$ cat src/rtl/i2c_pkg.sv
// Shared constants and state encoding for the I2C target receiver.
package i2c_pkg;

    localparam int I2C_ADDR_W = 7;
    localparam int I2C_DATA_W = 8;

    localparam logic       I2C_RW_WRITE = 1'b0;
    localparam logic [3:0] BIT_CNT_MAX  = 4'd8;

    typedef enum logic [2:0] {
        IDLE     = 3'd0,
        ADDR     = 3'd1,
        ADDR_ACK = 3'd2,
        DATA     = 3'd3,
        DATA_ACK = 3'd4,
        IGNORE   = 3'd5
    } i2c_rx_state_e;

endpackage

$ cat src/rtl/i2c_bus_cond.sv
// Synchronizes the raw SCL/SDA lines and turns them into single-cycle bus events.
module i2c_bus_cond #(
    parameter int SYNC_STAGES = 2
) (
    input  logic clk,
    input  logic rst_n,
    input  logic scl_i,
    input  logic sda_i,
    output logic scl_rise,
    output logic scl_fall,
    output logic start_det,
    output logic stop_det_raw,
    output logic sda_s
);

    logic [SYNC_STAGES-1:0] scl_sync;
    logic [SYNC_STAGES-1:0] sda_sync;
    logic                   scl_now;
    logic                   sda_now;
    logic                   scl_p1;
    logic                   sda_p1;

    assign scl_now = scl_sync[SYNC_STAGES-1];
    assign sda_now = sda_sync[SYNC_STAGES-1];

    // Synchronizers reset to the idle-bus level so reset release never fakes a START.
    always_ff @(posedge clk or negedge rst_n) begin
        if (!rst_n) begin
            scl_sync     <= '1;
            sda_sync     <= '1;
            scl_p1       <= 1'b1;
            sda_p1       <= 1'b1;
            scl_rise     <= 1'b0;
            scl_fall     <= 1'b0;
            start_det    <= 1'b0;
            stop_det_raw <= 1'b0;
            sda_s        <= 1'b1;
        end else begin
            scl_sync     <= {scl_sync[SYNC_STAGES-2:0], scl_i};
            sda_sync     <= {sda_sync[SYNC_STAGES-2:0], sda_i};
            // Edge stage: events and sda_s are registered together so they stay aligned.
            scl_p1       <= scl_now;
            sda_p1       <= sda_now;
            scl_rise     <= scl_now & ~scl_p1;
            scl_fall     <= ~scl_now & scl_p1;
            start_det    <= scl_now & scl_p1 & sda_p1 & ~sda_now;
            stop_det_raw <= scl_now & scl_p1 & ~sda_p1 & sda_now;
            sda_s        <= sda_now;
        end
    end

endmodule

$ cat src/rtl/i2c_slave_rx.sv
// Write-only I2C target: address match, ACK generation and byte delivery.
module i2c_slave_rx
    import i2c_pkg::*;
#(
    parameter int SYNC_STAGES = 2
) (
    input  logic                  clk,
    input  logic                  rst_n,
    input  logic [I2C_ADDR_W-1:0] own_addr,
    input  logic                  scl_i,
    input  logic                  sda_i,
    output logic                  sda_oe,
    output logic [I2C_DATA_W-1:0] data_out,
    output logic                  data_valid,
    output logic                  addr_match,
    output logic                  busy,
    output logic                  stop_det
);

    logic scl_rise;
    logic scl_fall;
    logic start_det;
    logic stop_det_raw;
    logic sda_s;

    i2c_rx_state_e         state, state_n;
    logic [3:0]            bit_cnt, cnt_n;
    logic [I2C_DATA_W-1:0] shift_q, shift_n;
    logic [I2C_DATA_W-1:0] data_n;
    logic                  valid_n;
    logic                  match_n;
    logic                  busy_n;
    logic                  stop_n;
    logic                  oe_n;

    i2c_bus_cond #(
        .SYNC_STAGES (SYNC_STAGES)
    ) u_bus_cond (
        .clk          (clk),
        .rst_n        (rst_n),
        .scl_i        (scl_i),
        .sda_i        (sda_i),
        .scl_rise     (scl_rise),
        .scl_fall     (scl_fall),
        .start_det    (start_det),
        .stop_det_raw (stop_det_raw),
        .sda_s        (sda_s)
    );

    function automatic logic [3:0] cnt_sat_inc(input logic [3:0] c);
        return (c >= BIT_CNT_MAX) ? BIT_CNT_MAX : c + 4'd1;
    endfunction

    always_ff @(posedge clk or negedge rst_n) begin
        if (!rst_n) begin
            state      <= IDLE;
            bit_cnt    <= 4'd0;
            shift_q    <= '0;
            data_out   <= '0;
            data_valid <= 1'b0;
            addr_match <= 1'b0;
            busy       <= 1'b0;
            stop_det   <= 1'b0;
            sda_oe     <= 1'b0;
        end else begin
            state      <= state_n;
            bit_cnt    <= cnt_n;
            shift_q    <= shift_n;
            data_out   <= data_n;
            data_valid <= valid_n;
            addr_match <= match_n;
            busy       <= busy_n;
            stop_det   <= stop_n;
            sda_oe     <= oe_n;
        end
    end

    always_comb begin
        state_n = state;
        cnt_n   = bit_cnt;
        shift_n = shift_q;
        data_n  = data_out;
        valid_n = 1'b0;
        match_n = addr_match;
        busy_n  = busy;
        stop_n  = 1'b0;
        oe_n    = sda_oe;

        // Bus conditions override any SCL edge seen in the same cycle.
        if (stop_det_raw && state != IDLE) begin
            state_n = IDLE;
            cnt_n   = 4'd0;
            match_n = 1'b0;
            busy_n  = 1'b0;
            stop_n  = 1'b1;
            oe_n    = 1'b0;
        end else if (start_det) begin
            state_n = ADDR;
            cnt_n   = 4'd0;
            match_n = 1'b0;
            busy_n  = 1'b1;
            oe_n    = 1'b0;
        end else begin
            unique case (state)
                IDLE: begin
                    oe_n = 1'b0;
                end
                ADDR: begin
                    if (scl_rise) begin
                        if (bit_cnt < BIT_CNT_MAX) shift_n = {shift_q[I2C_DATA_W-2:0], sda_s};
                        cnt_n = cnt_sat_inc(bit_cnt);
                    end else if (scl_fall && bit_cnt == BIT_CNT_MAX) begin
                        cnt_n = 4'd0;
                        if (shift_q[I2C_DATA_W-1:1] == own_addr && shift_q[0] == I2C_RW_WRITE) begin
                            oe_n    = 1'b1;
                            match_n = 1'b1;
                            state_n = ADDR_ACK;
                        end else begin
                            oe_n    = 1'b0;
                            state_n = IGNORE;
                        end
                    end
                end
                ADDR_ACK: begin
                    if (scl_fall) begin
                        oe_n    = 1'b0;
                        cnt_n   = 4'd0;
                        state_n = DATA;
                    end
                end
                DATA: begin
                    if (scl_rise) begin
                        if (bit_cnt < BIT_CNT_MAX) shift_n = {shift_q[I2C_DATA_W-2:0], sda_s};
                        cnt_n = cnt_sat_inc(bit_cnt);
                    end else if (scl_fall && bit_cnt == BIT_CNT_MAX) begin
                        data_n  = shift_q;
                        valid_n = 1'b1;
                        oe_n    = 1'b1;
                        state_n = DATA_ACK;
                    end
                end
                DATA_ACK: begin
                    if (scl_fall) begin
                        oe_n    = 1'b0;
                        cnt_n   = 4'd0;
                        state_n = DATA;
                    end
                end
                IGNORE: begin
                    oe_n = 1'b0;
                end
                default: begin
                    state_n = IDLE;
                    oe_n    = 1'b0;
                end
            endcase
        end
    end

endmodule

$ cat config.mk
export PLATFORM = sky130hd
export DESIGN_NAME = i2c_slave_rx
export DESIGN_NICKNAME = d
export VERILOG_FILES = /design/src/rtl/i2c_pkg.sv /design/src/rtl/i2c_bus_cond.sv /design/src/rtl/i2c_slave_rx.sv
export SDC_FILE = /design/constraint.sdc
export NUM_CORES = 1
export LEC_CHECK = 0
export ABC_CLOCK_PERIOD_IN_PS = 3400
export CORE_MARGIN = 3
export CORE_UTILIZATION = 35
export CTS_CLUSTER_DIAMETER = 30
export DETAILED_ROUTE_END_ITERATION = 16
export HOLD_SLACK_MARGIN = 0.12
export SYNTH_ARGS = -nofsm -noshare
export SYNTH_HDL_FRONTEND = slang
export SYNTH_SLANG_ARGS = --single-unit
$ cat constraint.sdc
create_clock -name clk -period 3.4 [get_ports clk]
set_input_delay 0.68 -clock clk [delete_from_list [all_inputs] [get_ports clk]]
set_output_delay 0.68 -clock clk [all_outputs]
set_load 0.05 [all_outputs]
# == Word level (Yosys, flattened, before mapping) ==
# Index checks and enable logic that the tools add are counted.
# classes
addsub,1
mul,0
div_mod_pow,0
order_cmp,2
eq_ne,16
n_shift,0
mux,40
bitwise,15
n_reduce_logical,19
# ops
op,count
two-way mux 4 bit,7
two-way mux 3 bit,8
two-way mux 1 bit,22
AND reduction 5 bit,3
case mux 3 bit (4 select lines),1
case mux 4 bit (3 select lines),1
nonzero test 3 bit,4
!= test 4 x 3 -> 1 bit (second input constant),2
!= test 4 bit (second input constant),2
inverter 1 bit,8
AND reduction 4 bit,2
AND 1 bit,7
equality test 7 bit,1
equality test 3 x 2 -> 1 bit (second input constant),2
equality test 3 bit (second input constant),2
AND reduction 6 bit,1
OR reduction 2 bit,3
!= test 5 x 3 -> 1 bit (second input constant),1
nonzero test 5 bit,1
adder 4 x 1 -> 4 bit (second input constant),1
equality test 4 bit (second input constant),1
greater-or-equal comparator 4 bit (second input constant),1
< comparator 4 bit (second input constant),1
!= test 4 x 1 -> 1 bit (second input constant),1
8 further kinds,10
# totals
regBits,38
latch_bits,0
ram_bits,0
mem_bits_ro,0
in_bits,11
output_inout_bits,13
elab_cells,110
memories,0

# == Depth between registers and ports, before layout ==
# depth
ltp_word,8
ltp_mapped,8
ltp_nobuf,7

# == Hierarchy ==
# A second synthesis with hierarchy kept.
# hier_totals
cells_unflattened,147
area_unflattened_um2,1831.8
# modules_own_cells
mod,instances,cells_each,area_per_inst_um2
i2c_slave_rx,1,133,1541.5
i2c_bus_cond,1,14,290.3

# == Worst setup path before layout ==
# OpenSTA, ideal clock, no wires.
# synth_timing
path_type,register -> register
start,register bit_cnt[0]
end,register shift_q[0]
setup_time_ns,0.125
arrival_ns,1.835
required_time_ns,3.275
path_slack_ns,1.440
path_stages_with_launch,9
path_buffers,1
synth_period_minus_slack_ns,1.960
cell_sequence,dfrtp_1 > inv_1 > ha_1 > nand4b_1 > nor4b_1 > a221o_1 > nor2b_1 > buf_4 > mux2_2
# synth_between
elab_chain_cells,2
# synth_lines
element,line_no,source
start: declaration,i2c_slave_rx.sv:27,"logic [3:0] bit_cnt, cnt_n;"
start signal: assignment,i2c_slave_rx.sv:67,bit_cnt <= cnt_n;
< comparator 4 bit,"i2c_slave_rx.sv:110, i2c_slave_rx.sv:133",
AND reduction 5 bit (no line),n/a,
end signal: assignment,i2c_slave_rx.sv:68,shift_q <= shift_n;
end: declaration,i2c_slave_rx.sv:28,"logic [I2C_DATA_W-1:0] shift_q, shift_n;"
# Every way passes these cells.
# A chain may end at the register's enable or synchronous reset.

# == Worst setup path in the final report ==
# layout_timing
start,input own_addr[2]
end,register state[1]
# layout_between
elab_chain_cells,8
# layout_lines
element,line_no,source
start: declaration,i2c_slave_rx.sv:9,"input logic [I2C_ADDR_W-1:0] own_addr,"
equality test 7 bit,i2c_slave_rx.sv:114,if (shift_q[I2C_DATA_W-1:1] == own_addr && shift_q[0] == I2C_RW_WRITE) begin
logical AND 1 bit,i2c_slave_rx.sv:114,
two-way mux 3 bit,i2c_slave_rx.sv:114,
two-way mux 3 bit,i2c_slave_rx.sv:112,end else if (scl_fall && bit_cnt == BIT_CNT_MAX) begin
two-way mux 3 bit,i2c_slave_rx.sv:109,if (scl_rise) begin
case mux 3 bit (4 select lines),i2c_slave_rx.sv:104,unique case (state)
two-way mux 3 bit,i2c_slave_rx.sv:97,end else if (start_det) begin
two-way mux 3 bit,i2c_slave_rx.sv:90,if (stop_det_raw && state != IDLE) begin
end signal: assignment,i2c_slave_rx.sv:66,state <= state_n;
end: declaration,i2c_slave_rx.sv:26,"i2c_rx_state_e state, state_n;"
# Every way passes these cells. The select of a mux whose other input is x is not followed.

==> results.json <==
{
  "fin_skew_ns": 0.00421,
  "grt_pass1_vias": 1222,
  "power_density_nw_per_um2": 708,
  "antenna_found_initial": 0,
  "yosys_warnings": 0,
  "yosysMostFrequentCell": "dfrtp_1",
  "cts_max_level": 2,
  "max_slew_margin_pct": 37.4,
  "finalCritPeriodShare_pct": 69.8,
  "critical_path.max_fanout": 5,
  "io_buffer_count": 23,
  "worst_hold_path_type": "reg -> reg",
  "finalHoldViolCount": 0,
  "path_clk_slew_ns": 0.07,
  "diodes": 0,
  "worstHoldStart": "u_bus_cond.sda_sync[0]$_DFF_PN1_",
  "start_util_pct": 36.8,
  "die_w_um": 76.9,
  "regToRegStartpoint": "state[0]$_DFFE_PN0P_",
  "synth_area_leaders": "dfrtp_1 (45%), mux2_2 (11%), dfstp_2 (8.9%)",
  "rows": 25,
  "via_per_inst": 4.92,
  "cp-start-kind": "input port",
  "design_area_um2": 2140,
  "crit_arrival_ns": 2.55,
  "crit_required_ns": 3.58,
  "maxCapViolCount": 0,
  "min_period_ns": 2.37,
  "yosysUniqueCellTypes": 42,
  "wl_per_cell_um": 14.1,
  "grt_use_total_pct": 12.6,
  "ctsLongestPathBuffers": 2,
  "synth_commonest_cells": "dfrtp_1 (32), mux2_2 (17), nor2_1 (10)",
  "grt-ovfl-total": 0,
  "ir_drop_mv": 0.335,
  "synthCells": 148,
  "avgSynthCellArea_um2": 11.9,
  "syn-cell-area_um2": 1760,
  "ys_seq_elements": 38,
  "cts_tree": "done",
  "finalSetupTns_ns": 0,
  "syn_nets": 161,
  "power.leakage_nw": 0.923,
  "placed_area_um2": 2030,
  "cts_resized": 0,
  "cts_root_buffer": "clkbuf_8",
  "finalNetCount": 185,
  "r2r_end": "shift_q[7]$_DFFE_PN0P_",
  "synth_top_area_share_pct": 45.5,
  "slew_viol_final": 0,
  "ant_nets": 0,
  "worstSetupPathType": "in -> reg",
  "drc": 0,
  "cts_buffers": 5,
  "dieArea_um2": 5920,
  "hold_depth": 0,
  "vias": 1181,
  "synth.yosys.seq_area_share_pct": 54.4,
  "fmax_mhz": 421,
  "grt_start_max_net_pins": 39,
  "setup_violations": 0,
  "core-area_um2": 4790,
  "endpoint_kind": "flop",
  "rsz0062_at_grt": "false",
  "area_delta_synth_final_pct": 21.4,
  "cts_hold_buf": 0,
  "r2r_cells": 6,
  "dieHeight_um": 76.9,
  "drtIter0Drc": 117,
  "dr.pass1.iters": 4,
  "rrSetupSlack_ns": 1.15,
  "clock_sinks": 38,
  "tightest_slew_ns": 0.939,
  "drive_above_1_share_pct": 21.4,
  "run_status": "finished clean",
  "place.gp.congestion": 0.823,
  "insertion_delay_ns": 0.28,
  "synth_flop_cell": "dfrtp_1",
  "async_flop_share_pct": 100,
  "cts_setup_buffers": 0,
  "routed_wl_um": 3390,
  "dp_hpwl_um": 2380,
  "whs_endpoint": "u_bus_cond.sda_sync[1]$_DFF_PN1_",
  "io_pins": 24,
  "yosys.area.top_type": "dfrtp_1",
  "synth_edf_count": 0,
  "grt_pass1_wl_um": 6020
}
[power breakdown]
group          switching [W]  internal (W)
Sequential          0.000136      0.000536
Combinational       0.000224      0.000247
Clock               0.000156      0.000216
[area by class of cell]
class	instances	area [µm²]
Multi-Input combinational cell	97	732
Sequential cell	38	958
Clock buffer	5	68.8
Inverter	6	22.5
Timing Repair Buffer	24	233
Fill cell	438	2650
Clock inverter	3	40.0
Tap cell	67	83.8
[logic make-up (layout without fill, tap and decap cells)]
group,count (synthesis),in the layout,synth area share (%)
AOI/OAI and AO/OA,26,26,10.9
xor gates and xnor gates,8,8,3.98
adders and majority gates,2,2,1.42
buffers and inverters,13,38,4.05
DFF,38,38,54.4
muxes,17,17,10.9
and+or+nand+nor,44,44,14.3
[worst max-delay path: stages]
cell and delay (ns):
clkdlybuf4s50_1 0.48, xnor2_1 0.12, nand4_1 0.11, nor4_1 0.68
a21oi_1 0.16, o41ai_1 0.31
[sequential cells by signal, indices dropped and copies added, names as in the netlist, 2 cells and up]
| signal | count |
|---|---|
| data_out | 8 |
| shift_q | 8 |
| bit_cnt | 4 |
| state | 3 |
| u_bus_cond.scl_sync | 2 |
| u_bus_cond.sda_sync | 2 |
[layer usage]
layer,global-route usage (%),share of wire (%),up-vias
met4,4.35,0.44,0
met3,3.52,4.3,2
met2,20.1,48,32
li1,-,-,568
met1,16.5,48,579
met5,0,0,-
[layout by cell type, fill, tap and decap left out, types with 2 or more instances in the layout]
| cell type | n |
|---|---|
| nor3b_1 | 2 |
| dfstp_2 | 6 |
| nand3b_1 | 2 |
| nor4b_1 | 2 |
| dfrtp_1 | 32 |
| nand2b_1 | 2 |
| xnor2_1 | 7 |
| o22a_1 | 2 |
| nor2_1 | 10 |
| and3_1 | 2 |
| mux2_2 | 17 |
| a211oi_1 | 2 |
| a21oi_1 | 2 |
| clkdlybuf4s50_1 | 22 |
| ha_1 | 2 |
| nand2_1 | 7 |
| o21ai_0 | 8 |
| clkinv_2 | 2 |
| o22ai_1 | 2 |
| nand3_1 | 2 |
| clkbuf_8 | 5 |
| inv_1 | 6 |
| a21o_1 | 2 |
| nor3_1 | 2 |
| nor2b_1 | 6 |
[worst max path at each step]
| stage | startpoint | to | slack [ns] | cells past startpoint |
|---|---|---|---|---|
| after global placement | own_addr[2] | state[1]$_DFFE_PN0P_ | 0.79 | 6 |
| after floorplan | bit_cnt[0]$_DFFE_PN0P_ | shift_q[0]$_DFFE_PN0P_ | 1.44 | 8 |
| after global routing | own_addr[2] | state[1]$_DFFE_PN0P_ | 0.82 | 6 |
| after detailed placement | own_addr[2] | state[1]$_DFFE_PN0P_ | 0.73 | 6 |
| final | own_addr[2] | state[1]$_DFFE_PN0P_ | 1.03 | 6 |
| after CTS | own_addr[2] | state[1]$_DFFE_PN0P_ | 1.03 | 6 |
[stage by stage]
| step | total power (W) | hold slack (ns) | worst slack [ns] | util (%) | cells |
|---|---|---|---|---|---|
| 6_report | 0.00151 | 0.360 | 1.03 | 44.7 | 240 |
| 3_3_place_gp | 0.00113 | 0.347 | 0.793 | 42.4 | 232 |
| 4_1_cts | 0.00153 | 0.361 | 1.03 | 44.7 | 240 |
| 3_5_place_dp | 0.00115 | 0.350 | 0.725 | 42.4 | 232 |
| 2_1_floorplan | 0.00105 | 0.345 | 1.44 | - | 148 |
| 5_1_grt | 0.00162 | 0.362 | 0.823 | 44.7 | 240 |
No activity file was read; power rests on OpenSTA's default activity.
